File: src/rtl/ps2_receiver_if.sv
// PS/2 receiver bundle: raw PS/2 lines in, decoded byte and status strobes out.
// The device side drives the lines; the receiver side produces the results.
interface ps2_receiver_if;
  logic       ps2_clk;
  logic       ps2_data;
  logic [7:0] scan_code;
  logic       scan_code_ready;
  logic       parity_error;
  logic       frame_error;
  logic       busy;

  modport master (
    output ps2_clk,
    output ps2_data,
    input  scan_code,
    input  scan_code_ready,
    input  parity_error,
    input  frame_error,
    input  busy
  );

  modport slave (
    input  ps2_clk,
    input  ps2_data,
    output scan_code,
    output scan_code_ready,
    output parity_error,
    output frame_error,
    output busy
  );
endinterface

File: src/rtl/ps2_receiver.sv
// PS/2 device-to-host frame receiver: synchronizes and deglitches the PS/2 clock,
// shifts in start/8 data/odd parity/stop, and reports each frame with a one-cycle strobe.
module ps2_receiver #(
  parameter int unsigned FILTER_LEN = 8,
  parameter int unsigned TIMEOUT    = 50000
) (
  input logic           sys_clk,
  input logic           reset,
  ps2_receiver_if.slave bus
);

  typedef enum logic [1:0] {
    IDLE,
    DATA,
    PARITY,
    STOP
  } state_t;

  localparam logic [7:0]  FLT_LAST = 8'(FILTER_LEN - 1);
  // Strobes are registered, so the watchdog fires one cycle early to make
  // frame_error visible exactly TIMEOUT cycles after the last fall strobe.
  localparam logic [15:0] WD_LAST  = 16'(TIMEOUT - 2);

  logic [1:0] clk_sync;
  logic [1:0] data_sync;
  logic       filt_q;
  logic       filt_prev_q;
  logic [7:0] flt_cnt_q;
  logic       fall;
  logic       sdata;
  logic [15:0] wd_q;
  logic       timeout;

  state_t     state_q, state_d;
  logic [7:0] shift_q, shift_d;
  logic [2:0] bit_cnt_q, bit_cnt_d;
  logic       par_q, par_d;
  logic [7:0] code_q, code_d;
  logic       ready_q, ready_d;
  logic       perr_q, perr_d;
  logic       ferr_q, ferr_d;
  logic       busy_q;

  // Both raw lines idle high, so the synchronizers reset to 1.
  always_ff @(posedge sys_clk) begin
    if (reset) begin
      clk_sync  <= '1;
      data_sync <= '1;
    end else begin
      clk_sync  <= {clk_sync[0], bus.ps2_clk};
      data_sync <= {data_sync[0], bus.ps2_data};
    end
  end

  assign sdata = data_sync[1];

  // The filtered level flips on the FILTER_LEN-th consecutive differing sample.
  always_ff @(posedge sys_clk) begin
    if (reset) begin
      filt_q      <= 1'b1;
      filt_prev_q <= 1'b1;
      flt_cnt_q   <= '0;
    end else begin
      filt_prev_q <= filt_q;
      if (clk_sync[1] == filt_q) begin
        flt_cnt_q <= '0;
      end else if (flt_cnt_q == FLT_LAST) begin
        filt_q    <= clk_sync[1];
        flt_cnt_q <= '0;
      end else begin
        flt_cnt_q <= flt_cnt_q + 8'd1;
      end
    end
  end

  assign fall = filt_prev_q & ~filt_q;

  always_ff @(posedge sys_clk) begin
    if (reset || fall || (state_q == IDLE)) begin
      wd_q <= '0;
    end else begin
      wd_q <= wd_q + 16'd1;
    end
  end

  assign timeout = (state_q != IDLE) && !fall && (wd_q == WD_LAST);

  always_ff @(posedge sys_clk) begin
    if (reset) begin
      state_q   <= IDLE;
      shift_q   <= '0;
      bit_cnt_q <= '0;
      par_q     <= 1'b0;
      code_q    <= '0;
      ready_q   <= 1'b0;
      perr_q    <= 1'b0;
      ferr_q    <= 1'b0;
      busy_q    <= 1'b0;
    end else begin
      state_q   <= state_d;
      shift_q   <= shift_d;
      bit_cnt_q <= bit_cnt_d;
      par_q     <= par_d;
      code_q    <= code_d;
      ready_q   <= ready_d;
      perr_q    <= perr_d;
      ferr_q    <= ferr_d;
      busy_q    <= (state_d != IDLE);
    end
  end

  always_comb begin
    state_d   = state_q;
    shift_d   = shift_q;
    bit_cnt_d = bit_cnt_q;
    par_d     = par_q;
    code_d    = code_q;
    ready_d   = 1'b0;
    perr_d    = 1'b0;
    ferr_d    = 1'b0;
    if (timeout) begin
      // A stalled frame is dropped; the partial byte never reaches scan_code.
      state_d = IDLE;
      ferr_d  = 1'b1;
    end else begin
      case (state_q)
        IDLE: begin
          if (fall && !sdata) begin
            state_d   = DATA;
            bit_cnt_d = '0;
            shift_d   = '0;
          end
        end
        DATA: begin
          if (fall) begin
            shift_d = {sdata, shift_q[7:1]};
            if (bit_cnt_q == 3'd7) begin
              state_d = PARITY;
            end else begin
              bit_cnt_d = bit_cnt_q + 3'd1;
            end
          end
        end
        PARITY: begin
          if (fall) begin
            par_d   = sdata;
            state_d = STOP;
          end
        end
        STOP: begin
          if (fall) begin
            state_d = IDLE;
            if (!sdata) begin
              ferr_d = 1'b1;
            end else if (^{shift_q, par_q}) begin
              ready_d = 1'b1;
              code_d  = shift_q;
            end else begin
              perr_d = 1'b1;
            end
          end
        end
        default: state_d = IDLE;
      endcase
    end
  end

  assign bus.scan_code       = code_q;
  assign bus.scan_code_ready = ready_q;
  assign bus.parity_error    = perr_q;
  assign bus.frame_error     = ferr_q;
  assign bus.busy            = busy_q;

  a_strobe_onehot: assert property (@(posedge sys_clk) disable iff (reset)
    $onehot0({ready_q, perr_q, ferr_q}));

endmodule

File: src/flat_wrapper.sv
// flat-port wrapper written by rule: the top's interface ports become plain ports
module ps2_receiver_flat 
#(
  parameter int unsigned FILTER_LEN = 8,
  parameter int unsigned TIMEOUT    = 50000
)
  (sys_clk, reset, bus_ps2_clk, bus_ps2_data, bus_scan_code, bus_scan_code_ready, bus_parity_error, bus_frame_error, bus_busy);
  ps2_receiver_if bus_i ();
  input logic sys_clk;
  input logic reset;
  input wire logic [$bits(bus_i.ps2_clk)-1:0] bus_ps2_clk;
  input wire logic [$bits(bus_i.ps2_data)-1:0] bus_ps2_data;
  output wire logic [$bits(bus_i.scan_code)-1:0] bus_scan_code;
  output wire logic [$bits(bus_i.scan_code_ready)-1:0] bus_scan_code_ready;
  output wire logic [$bits(bus_i.parity_error)-1:0] bus_parity_error;
  output wire logic [$bits(bus_i.frame_error)-1:0] bus_frame_error;
  output wire logic [$bits(bus_i.busy)-1:0] bus_busy;
  assign bus_i.ps2_clk = bus_ps2_clk;
  assign bus_i.ps2_data = bus_ps2_data;
  assign bus_scan_code = bus_i.scan_code;
  assign bus_scan_code_ready = bus_i.scan_code_ready;
  assign bus_parity_error = bus_i.parity_error;
  assign bus_frame_error = bus_i.frame_error;
  assign bus_busy = bus_i.busy;
  ps2_receiver #(.FILTER_LEN(FILTER_LEN), .TIMEOUT(TIMEOUT)) u_core (.sys_clk(sys_clk), .reset(reset), .bus(bus_i));
endmodule
File: config.mk
export PLATFORM = sky130hd
export DESIGN_NAME = ps2_receiver_flat
export DESIGN_NICKNAME = d
export VERILOG_FILES = /design/src/rtl/ps2_receiver_if.sv /design/src/rtl/ps2_receiver.sv /design/src/flat_wrapper.sv
export SDC_FILE = /design/constraint.sdc
export NUM_CORES = 1
export LEC_CHECK = 0
export BUFFER_PORTS_ARGS = -buffer_cell sky130_fd_sc_hd__buf_2
export CAP_MARGIN = 15
export CORE_UTILIZATION = 45
export CTS_BUF_LIST = sky130_fd_sc_hd__clkbuf_4 sky130_fd_sc_hd__clkbuf_8
export CTS_CLUSTER_DIAMETER = 60
export CTS_CLUSTER_SIZE = 14
export DETAILED_ROUTE_END_ITERATION = 7
export PLACE_DENSITY = 0.63
export SLEW_MARGIN = 20
export SYNTH_ARGS = -nofsm -noshare
export SYNTH_HDL_FRONTEND = slang
export SYNTH_SLANG_ARGS = --single-unit
File: constraint.sdc
create_clock -name sys_clk -period 2 [get_ports sys_clk]
set_clock_uncertainty 0.2 [all_clocks]
set_input_delay 0.2 -clock sys_clk [delete_from_list [all_inputs] [get_ports sys_clk]]
set_output_delay 0.2 -clock sys_clk [all_outputs]
set_load 0.1 [all_outputs]
# After elaboration in Yosys (flattened, before gate mapping)
# Index checks and enable logic that the tools add are counted.
[word_totals]
register_bits = 56
output_inout_bits = 12
inputBits = 4
[op_classes]
n_eq_ne = 10
add_sub_neg = 3
n_bitwise = 7
n_reduce_logical = 19
mux = 20
[op_table]
columns = ["op", "count"]
rows = [
  ["16-bit by 1-bit adder with 16-bit output (second input constant)", 1],
  ["16-bit equality test (second input constant)", 1],
  ["8-bit 2-to-1 mux", 2],
  ["8-bit case mux with 2 select lines", 1],
  ["2-bit 2-to-1 mux", 6],
  ["5-bit AND reduction", 2],
  ["3-bit 2-to-1 mux", 3],
  ["9-bit XOR reduction", 1],
  ["8-bit by 1-bit adder with 8-bit output (second input constant)", 1],
  ["8-bit by 3-bit equality test with 1-bit output (second input constant)", 1],
  ["2-bit case mux with 4 select lines", 1],
  ["1-bit 2-to-1 mux", 6],
  ["1-bit inverter", 6],
  ["3-bit case mux with 2 select lines", 1],
  ["2-bit nonzero test", 3],
  ["5-bit OR reduction", 1],
  ["2-bit equality test (second input constant)", 2],
  ["2-bit inequality test (second input constant)", 2],
  ["4-bit AND reduction", 1],
  ["3-bit by 1-bit adder with 3-bit output (second input constant)", 1],
  ["3-bit equality test (second input constant)", 1],
  ["1-bit logical AND", 3],
  ["3-bit AND reduction", 1],
  ["3-bit OR reduction", 1],
  ["8 further kinds", 10],
]

# Longest topological paths before layout
# Gate-level depths: netlist of the first run.
[logic_depth]
ltp_word = 7
mapped_depth = 6

# Worst setup path before layout of the first run
# OpenSTA, ideal clock, no wires.
[synth_timing]
path_type = "reg-to-reg"
start = "reg u_core.wd_q[5]"
end = "reg u_core.busy_q (netlist: u_core.bus.busy)"
t_arrival_ns = 1.574
required_time_ns = 1.659
period_less_slack_ns = 1.914
stages_incl_launch_ff = 6
slack_ns = 0.086
setup_ns = 0.141
cell_sequence = "dfxtp_1 > or4b_1 > or3_1 > nor4_1 > or2_1 > a311oi_1"
[synth_between]
elab_chain_cells = 4
[synth_lines]
columns = ["item", "line", "source"]
rows = [
  ["start, declared", "ps2_receiver.sv:31", "logic [15:0] wd_q;"],
  ["start signal, assigned", "ps2_receiver.sv:82", "wd_q <= wd_q + 16'd1;"],
  ["16-bit equality test", "ps2_receiver.sv:86", "assign timeout = (state_q != IDLE) && !fall && (wd_q == WD_LAST);"],
  ["1-bit logical AND", "ps2_receiver.sv:86", ""],
  ["2-bit 2-to-1 mux", "ps2_receiver.sv:121", "if (timeout) begin"],
  ["2-bit nonzero test", "ps2_receiver.sv:108", "busy_q <= (state_d != IDLE);"],
  ["end signal, assigned", "ps2_receiver.sv:108", ""],
  ["end, declared", "ps2_receiver.sv:42", "logic busy_q;"],
]
# No other way between the ends.
# A chain may end at the register's enable or synchronous reset.

# Worst setup path in the final report of the first run
[layout_timing]
start = "reg u_core.wd_q[4]"
end = "reg u_core.busy_q (netlist: u_core.bus.busy)"
# The elaborated chain is that of the path after synthesis.

==> impl_summary.md, run 1 <==
Clock tree
The clock transition at the register clock pins on the worst setup and hold paths after CTS is ~0.10 ns. The cell sitting at the root of the clock tree is a sky130_fd_sc_hd__clkbuf_8. The total clock sinks is 56. The number of levels in the clock H-tree is 2. The largest buffer count on any clock path is 2.

TritonCTS built the clock tree. The TritonCTS buffer count is 5. The later pin in the worst-skew pair is clocked with a latency of 0.30 ns.

Run
Max-cap violations in this run came to 0.

Floorplan
The height of the die is between 70 and 80 um. 16 I/O pins were placed. The core region is between 5000 and 6000 um^2.

The die covers 5550 um^2. For this configuration, the core starts out at a cell density of 0.466. The die is approximately 74 um wide.

The floorplan has 26 rows.

STA
The final critical delay including setup and external delays is roughly 1.9 ns. At the pin with the least slew margin, the transition time is about 0.49 ns. The final count of hold timing violations is 0. The least setup slack across all paths after layout is approximately 0.11 ns.

Of the available clock period, the critical path in the final layout requires 0.947. The number of setup violations in the final report is 0. The final max-slew violation count is 0. The highest clock frequency the design can meet is 528 MHz. The hold slack is approximately 0.22 ns.

Setup repair after global routing could not meet its margin everywhere. Measured against its own limit, the worst slew margin works out to 0.678.

Worst hold path
The startpoint identified for the worst hold timing path is u_core.clk_sync[0]. The tightest min-delay check is of the reg -> reg type. The endpoint with the worst hold slack is u_core.clk_sync[1]. The instance count along the most critical hold path is 1.

Synth
The number of cells produced by synthesis is 257. The mapped netlist covers 2360 um^2. In this run, distinct cell masters in the synthesized netlist total 36.

The count of warnings emitted by yosys is 0. The part of the Yosys area used for sequential elements is 0.474. The average cell area after synthesis is around 9 um^2. Of the post-synthesis cell area, the dominant cell type holds 0.474.

When the netlist entered floorplanning its net count stood at approximately 270. For this run, asynchronously set or reset flops after synthesis account for 0. Synthesis inferred 56 register bits. The predominant post-synthesis flop cell is sky130_fd_sc_hd__dfxtp_1. The count of flip-flops with a built-in enable after synthesis is 0. The synthesized design spends more area on one cell type than any other, namely sky130_fd_sc_hd__dfxtp_1. Sorting the synthesized cells by area gives the leading types as sky130_fd_sc_hd__dfxtp_1 (47%), sky130_fd_sc_hd__nor2_1 (6.3%), sky130_fd_sc_hd__xnor2_1 (6.3%), sky130_fd_sc_hd__xor2_1 (4.1%), sky130_fd_sc_hd__nand2b_1 (4.0%).

Global routing
The remaining global-route overflow is 0. The first global-routing pass estimated ~6700 um of wire. The largest net degree at the start of global routing is 30.

In the global route stage, overall resource usage came out at 0.159. The initial antenna violation count came to 0. The via count of the first global-routing pass is 1527.

Routing
The detailed-routing iteration count for the pre-antenna-repair pass is 4. The remaining antenna violation count is 0. The number of vias per cell is 4.80. After detailed routing, the average wire length per cell comes to 11.3 um.

Detailed routing inserted a total of ~1700 vias. The routed design has 4020 um of wire. After detailed routing, the number of remaining DRC violations is 0. In this run, the number of DRC markers left after iteration 0 of detailed routing was 64.

Critical path
On the worst path, the slowest cell contributes a delay of 0.51 ns. The start point of the critical path is u_core.wd_q[4]. Of all nets on the critical path, the largest fanout is 3. The cell family contributing the most delay on the critical path is simple AND/OR/NAND/NOR gates.

The worst setup path is of the reg -> reg kind. The worst setup path is captured at a register. The type of element launching the critical path is a register. The cell at the slowest stage of the critical path is sky130_fd_sc_hd__or4b_1. The startpoint of the worst register-to-register path is u_core.wd_q[4].

The number of cells on the worst reg-to-reg path is 5. At the worst endpoint, the required time is about 2.0 ns. Traced cell by cell, the critical path runs through or4b_1, or3_4, nor4_4, or2_1, a311oi_1. In this run the register-to-register setup slack is 0.11 ns.

Data arrives at the worst endpoint at around 1.9 ns. The endpoint identified for the worst register-to-register timing path is u_core.bus.busy. The buffer and inverter count on the worst path is 0.

Power
VDD sags by at most 0.309 mV. Of the total power, the clock network draws 0.352. The share of total power in sequential cells is 0.619. The proportion of total power due to net switching is 0.218. For this design the total switching power over the nets is 397 uW. The cell area power density is 656 nW/um^2.

The static leakage is between 1 and 1.5 nW. The internal portion of the total power is roughly 1.4 mW. The logic gate share of total power is 0.029.

Place
The worst slack at placement is -0.0386 ns. The sum of net half-perimeters after detailed placement is ~2700 um. Routability-driven placement finished with a final weighted congestion of 0.759. The count of input and output buffers is 15.

Cells and area
After the last flow step, the layout net total stands at 295. In the final layout, the share of cells above drive strength 1 is 0.174. The area growth from synthesis to layout is 17.0%. The post-layout utilization of the core is 0.545. The diode insertion count for antenna repair is 0.

Run status
The run finished with clean final reports.
what timing repair did:
| item | in CTS | in global routing |
|---|---|---|
| hold buffers | 3 | 0 |
| buffers inserted | 0 | 1 |
| hold endpoints to repair | 5 | 0 |
| endpoints found under the setup margin | 4 | 15 |
| resized for setup | 1 | 5 |
| pin swaps | 0 | 2 |
registers in the layout, summed over array words and instances (netlist names):
signal	cells
u_core.wd_q	16
u_core.bus.scan_code	8
u_core.flt_cnt_q	8
u_core.shift_q	8
u_core.bit_cnt_q	3
u_core.clk_sync	2
u_core.data_sync	2
u_core.state_q	2
u_core.bus.busy	1
u_core.bus.frame_error	1
u_core.bus.parity_error	1
u_core.bus.scan_code_ready	1
u_core.filt_prev_q	1
u_core.filt_q	1
u_core.par_q	1
cells in the mapped netlist, types with 4 or more instances:
cell	instances
sky130_fd_sc_hd__nor2b_1	4
sky130_fd_sc_hd__a22oi_1	8
sky130_fd_sc_hd__and3_1	4
sky130_fd_sc_hd__clkbuf_1	9
sky130_fd_sc_hd__nor2_1	40
sky130_fd_sc_hd__or2_2	6
sky130_fd_sc_hd__dfxtp_1	56
sky130_fd_sc_hd__a21oi_1	7
sky130_fd_sc_hd__xnor2_1	17
sky130_fd_sc_hd__nor3_1	4
sky130_fd_sc_hd__nand3_1	12
sky130_fd_sc_hd__nand2_1	13
sky130_fd_sc_hd__ha_1	5
sky130_fd_sc_hd__nor4_1	4
sky130_fd_sc_hd__xor2_1	11
sky130_fd_sc_hd__nand2b_1	15
sky130_fd_sc_hd__mux2i_1	8
sky130_fd_sc_hd__nand4_1	4
sky130_fd_sc_hd__inv_1	7
placed cells by master, fill, tap and decap left out, types with 5 or more instances in the layout:
| cell type | count |
|---|---|
| sky130_fd_sc_hd__a22oi_1 | 8 |
| sky130_fd_sc_hd__nand2b_1 | 15 |
| sky130_fd_sc_hd__inv_1 | 7 |
| sky130_fd_sc_hd__nor2_1 | 40 |
| sky130_fd_sc_hd__nand2_1 | 13 |
| sky130_fd_sc_hd__mux2i_1 | 8 |
| sky130_fd_sc_hd__clkbuf_8 | 6 |
| sky130_fd_sc_hd__or2_2 | 6 |
| sky130_fd_sc_hd__dfxtp_1 | 56 |
| sky130_fd_sc_hd__ha_1 | 5 |
| sky130_fd_sc_hd__xnor2_1 | 15 |
| sky130_fd_sc_hd__nand3_1 | 12 |
| sky130_fd_sc_hd__a21oi_1 | 7 |
| sky130_fd_sc_hd__xor2_1 | 11 |
| sky130_fd_sc_hd__buf_4 | 14 |
| sky130_fd_sc_hd__buf_2 | 15 |
cell type report:
cell class	count	area (um^2)
clock buffers	6	82.6
clock inverters	2	15.0
fillers	488	2310
inverters	7	26.3
multi-input cells	183	1200
flip-flops and latches	56	1120
well taps	70	87.6
repair buffers	33	230
layer usage:
metal | wire, um | part of all wire | GRT usage | vias up
li1 | - | - | - | 911
met1 | 1910 | 0.48 | 0.192 | 782
met2 | 1970 | 0.49 | 0.267 | 18
met3 | 75 | 0.019 | 0.0447 | 4
met4 | 59 | 0.015 | 0.0629 | 0
met5 | 0 | 0 | 0 | -
kinds of logic (layout without fill, tap and decap cells):
logic type | count (synthesis) | after routing | synth area share
AND/OR/NAND/NOR | 116 | 116 | 0.250
XOR/XNOR | 29 | 29 | 0.113
buffers and inverters | 18 | 48 | 0.0323
flip-flops | 56 | 56 | 0.474
adder cells (fa/ha/maj) | 5 | 5 | 0.0265
multiplexers | 8 | 8 | 0.0339
AO/OA/AOI/OAI | 25 | 25 | 0.0704
worst max path at each step:
stage                            endpoint  depth (start not counted)
after floorplan           u_core.bus.busy                          5
after global placement    u_core.bus.busy                          5
after detailed placement  u_core.bus.busy                          5
after CTS                 u_core.bus.busy                          5
after global routing      u_core.bus.busy                          5
final                     u_core.bus.busy                          5
power groups by stage:
stage                     sequential, mW  combinational [mW]  clock, mW
after floorplan                     1.17              0.0217          0
after CTS                           1.13              0.0529      0.670
after global placement              1.15              0.0483          0
after detailed placement            1.15              0.0484          0
final                               1.12              0.0524      0.639
after global routing                1.13              0.0568      0.704
metrics by stage:
step | std cells | area (um^2) | TNS (ns) | power [mW]
finish | 357 | 2770 | 0 | 1.82
global route | 357 | 2770 | -0.0220 | 1.89
CTS | 356 | 2720 | 0 | 1.85
detailed placement | 345 | 2580 | -0.0949 | 1.20
global placement | 345 | 2580 | 0 | 1.20
floorplan | 257 | 2360 | 0 | 1.19
Note: power is estimated with default switching activity, not from simulation.
==> run 2: changes to the inputs <==
CORE_MARGIN = 5   (was unset)
==> run 2 against run 1 <==
Sequential power is essentially flat. Combinational power is essentially flat. Maximum frequency shrank 0.58%. Sequential share of layout area grew 0.50 points. Global-route usage shrank 2.5 points. Critical path depth is the same. Utilization shrank 1.0 points.
==> impl_summary.md, run 2 (same netlist as run 1, synthesis figures left out) <==
Clock tree
The H-tree was split into 2 levels. The clock transition at the register clock pins on the worst setup and hold paths after CTS is 0.11 ns. The worst-skew pair later-pin latency is 0.31 ns. The clock passes through at most 2 buffers.

The cell sitting at the root of the clock tree is a sky130_fd_sc_hd__clkbuf_8. TritonCTS built the clock tree. For this design, the sink count on the clock tree is 56. Clock tree synthesis inserted a total of 5 buffers.

STA
The final max-slew violation count was 0. After layout, the minimum clock period comes to ~1.9 ns. Setup repair after global routing left no endpoint under its margin. Hold is met by 0.220 ns. Headroom to the max-slew limit came out at 0.675. The final count of hold timing violations is 0. Setup violations remaining at the end of the flow were counted as 0.

For the final routed database, the setup TNS stands at 0 ns. The worst-margin pin slew is 0.491 ns. The highest clock frequency the design can meet is 525 MHz.

The share of the clock period used by the worst path after layout is 0.952.

Power
The share of total power in sequential cells is 0.622. The clock network power share is 0.349. The logic gate share of total power is 0.029.

In this run the static leakage power is a little under 1 nW. The net switching power figure is 414 uW. The worst-case vdd ir drop is 0.402 mV.

Of the total power, the share spent switching nets is 0.229. The cell area power density is 662 nW/um^2. The total internal power is around 1.4 mW.

Routing
The met3 layer wire length in the routed design is 141 um. The first-iteration detailed-routing DRC count is 85. In the final routed layout, each cell accounts on average for 11.0 um. Using the TritonRoute via totals, the vias-per-cell ratio works out to 4.78. The total length of routed wires is 3920 um. The detailed-routed wire length on met2 is 1860 um.

The remaining antenna violation count is 0. The highest metal layer carrying signal wires in the routed design is met4. The first TritonRoute pass finished after 4 iterations. The detailed router placed about 1700 vias in this run. After detailed routing, the number of remaining DRC violations is 0.

The detailed-routing wirelength on met1 is 1860 um.

Floorplan
The effective utilization at floorplan is 0.463. The height of the die is 82.5 um. The die is just over 80 um wide.

In this run the core area contains 26 standard-cell rows. The I/O pin total is 16. The floorplan core area is between 5000 and 6000 um^2. The die outline area is around 6800 um^2.

Critical path
STA classifies the critical path startpoint as a register. The path type of the worst setup path is reg -> reg. STA classifies the critical path endpoint as a register. For the worst flop-to-flop path, the logic depth is 5. Setup slack on the worst reg-to-reg path comes out at ~0.095 ns.

The startpoint of the worst register-to-register path is u_core.wd_q[4]. For the worst setup path, the data required time is 1.97 ns. The worst reg2reg path endpoint is u_core.bus.busy. In this run the worst path has a maximum fanout of 3.

The data arrival at the endpoint of the critical path is 1.88 ns.

Cells and area
The number of nets in the layout is 293. Compared with the post-synthesis result, the final layout area differs by 15.6%. The register with the most flip-flops in the layout has 16 of them. At the end of the flow the core is filled with cells to 0.535. The most frequent standard cell in the layout excluding fill and tap cells is sky130_fd_sc_hd__dfxtp_1. With fillers left out, the area of the finished cells amounts to 2730 um^2. In the layout the commonest cells are sky130_fd_sc_hd__dfxtp_1 (56), sky130_fd_sc_hd__nor2_1 (40), sky130_fd_sc_hd__xnor2_1 (16), sky130_fd_sc_hd__nand2b_1 (15), sky130_fd_sc_hd__buf_2 (15). The ratio of cells with drive above 1 in the final layout is 0.158. The largest register by flop count is u_core.wd_q. 0 antenna diodes ended up in the layout.

Global routing
For this run the aggregate overflow at the end of global routing stands at 0. Entering global routing, the biggest net connects 31 pins. The global-route wire length before repair is about 7100 um. The total global-route track usage is 0.134. The initial antenna violation count is 0. The via count of the first global-routing pass is 1617.

Worst hold path
The instance count along the most critical hold path is 1. The origin of the worst min-delay path is u_core.clk_sync[0]. The tightest min-delay check is of the reg -> reg type. The path with the worst hold slack has its endpoint at u_core.clk_sync[1].

Run status
The run finished with clean final reports.

Place
The placer's final routability congestion estimate is 0.800. Detailed placement finished with a half-perimeter wire length of 2790 um. The area of placed instances is 2570 um^2. Input and output buffers added on the ports amount to 15.

Run
Max-cap violations in this run came to 0.
[run 2: per-stage QoR]
stage | std cells | setup WS [ns] | power [mW]
2_1_floorplan | 257 | 0.0855 | 1.19
3_3_place_gp | 343 | 0.0486 | 1.20
3_5_place_dp | 343 | -0.0306 | 1.20
4_1_cts | 354 | 0.0280 | 1.84
5_1_grt | 355 | 0.00963 | 1.89
6_report | 355 | 0.0950 | 1.81
[run 2: timing repair]
action,CTS,global route
endpoints found under the setup margin,4,11
gates resized for setup,1,2
cloned,0,0
hold endpoints to repair,6,0
hold buffers,3,0
pin swaps,0,3
setup buffers,0,1
[run 2: final cells by class]
cell class | count | area [um^2]
fill | 489 | 2370
timing repair buffer | 31 | 215
inverter | 7 | 26.3
multi-input combinational | 183 | 1190
clock buffer | 5 | 68.8
sequential | 56 | 1120
tap | 70 | 87.6
clock inverter | 3 | 25.0
[run 2: how the worst max path moves through the flow]
| stage | startpoint | to | slack [ns] |
|---|---|---|---|
| 2_1_floorplan | u_core.wd_q[5] | u_core.bus.busy | 0.09 |
| 3_3_place_gp | u_core.wd_q[4] | u_core.bus.busy | 0.05 |
| 3_5_place_dp | u_core.wd_q[4] | u_core.bus.busy | -0.03 |
| 4_1_cts | u_core.wd_q[4] | u_core.bus.busy | 0.03 |
| 5_1_grt | u_core.wd_q[5] | u_core.bus.busy | 0.01 |
| 6_report | u_core.wd_q[4] | u_core.bus.busy | 0.1 |
[run 2: metal layers]
layer  vias to the layer above  GRT usage
met3                         5     0.0293
met1                       756      0.166
li1                        916          -
met4                         0     0.0539
met2                        20      0.226
met5                         -          0
[run 2: worst max-delay path: stages (launching register included)]
cell,delay (ns)
sky130_fd_sc_hd__dfxtp_1,0.32
sky130_fd_sc_hd__or4b_1,0.52
sky130_fd_sc_hd__or3_1,0.36
sky130_fd_sc_hd__nor4_4,0.16
sky130_fd_sc_hd__or2_1,0.17
sky130_fd_sc_hd__a311oi_1,0.06
[run 2: power groups by stage]
stage                     sequential, mW  clock (mW)  combinational, mW
after floorplan                     1.17           0             0.0217
after global placement              1.15           0             0.0486
after detailed placement            1.15           0             0.0485
after CTS                           1.13       0.659             0.0530
after global routing                1.13       0.712             0.0564
final                               1.12       0.632             0.0522
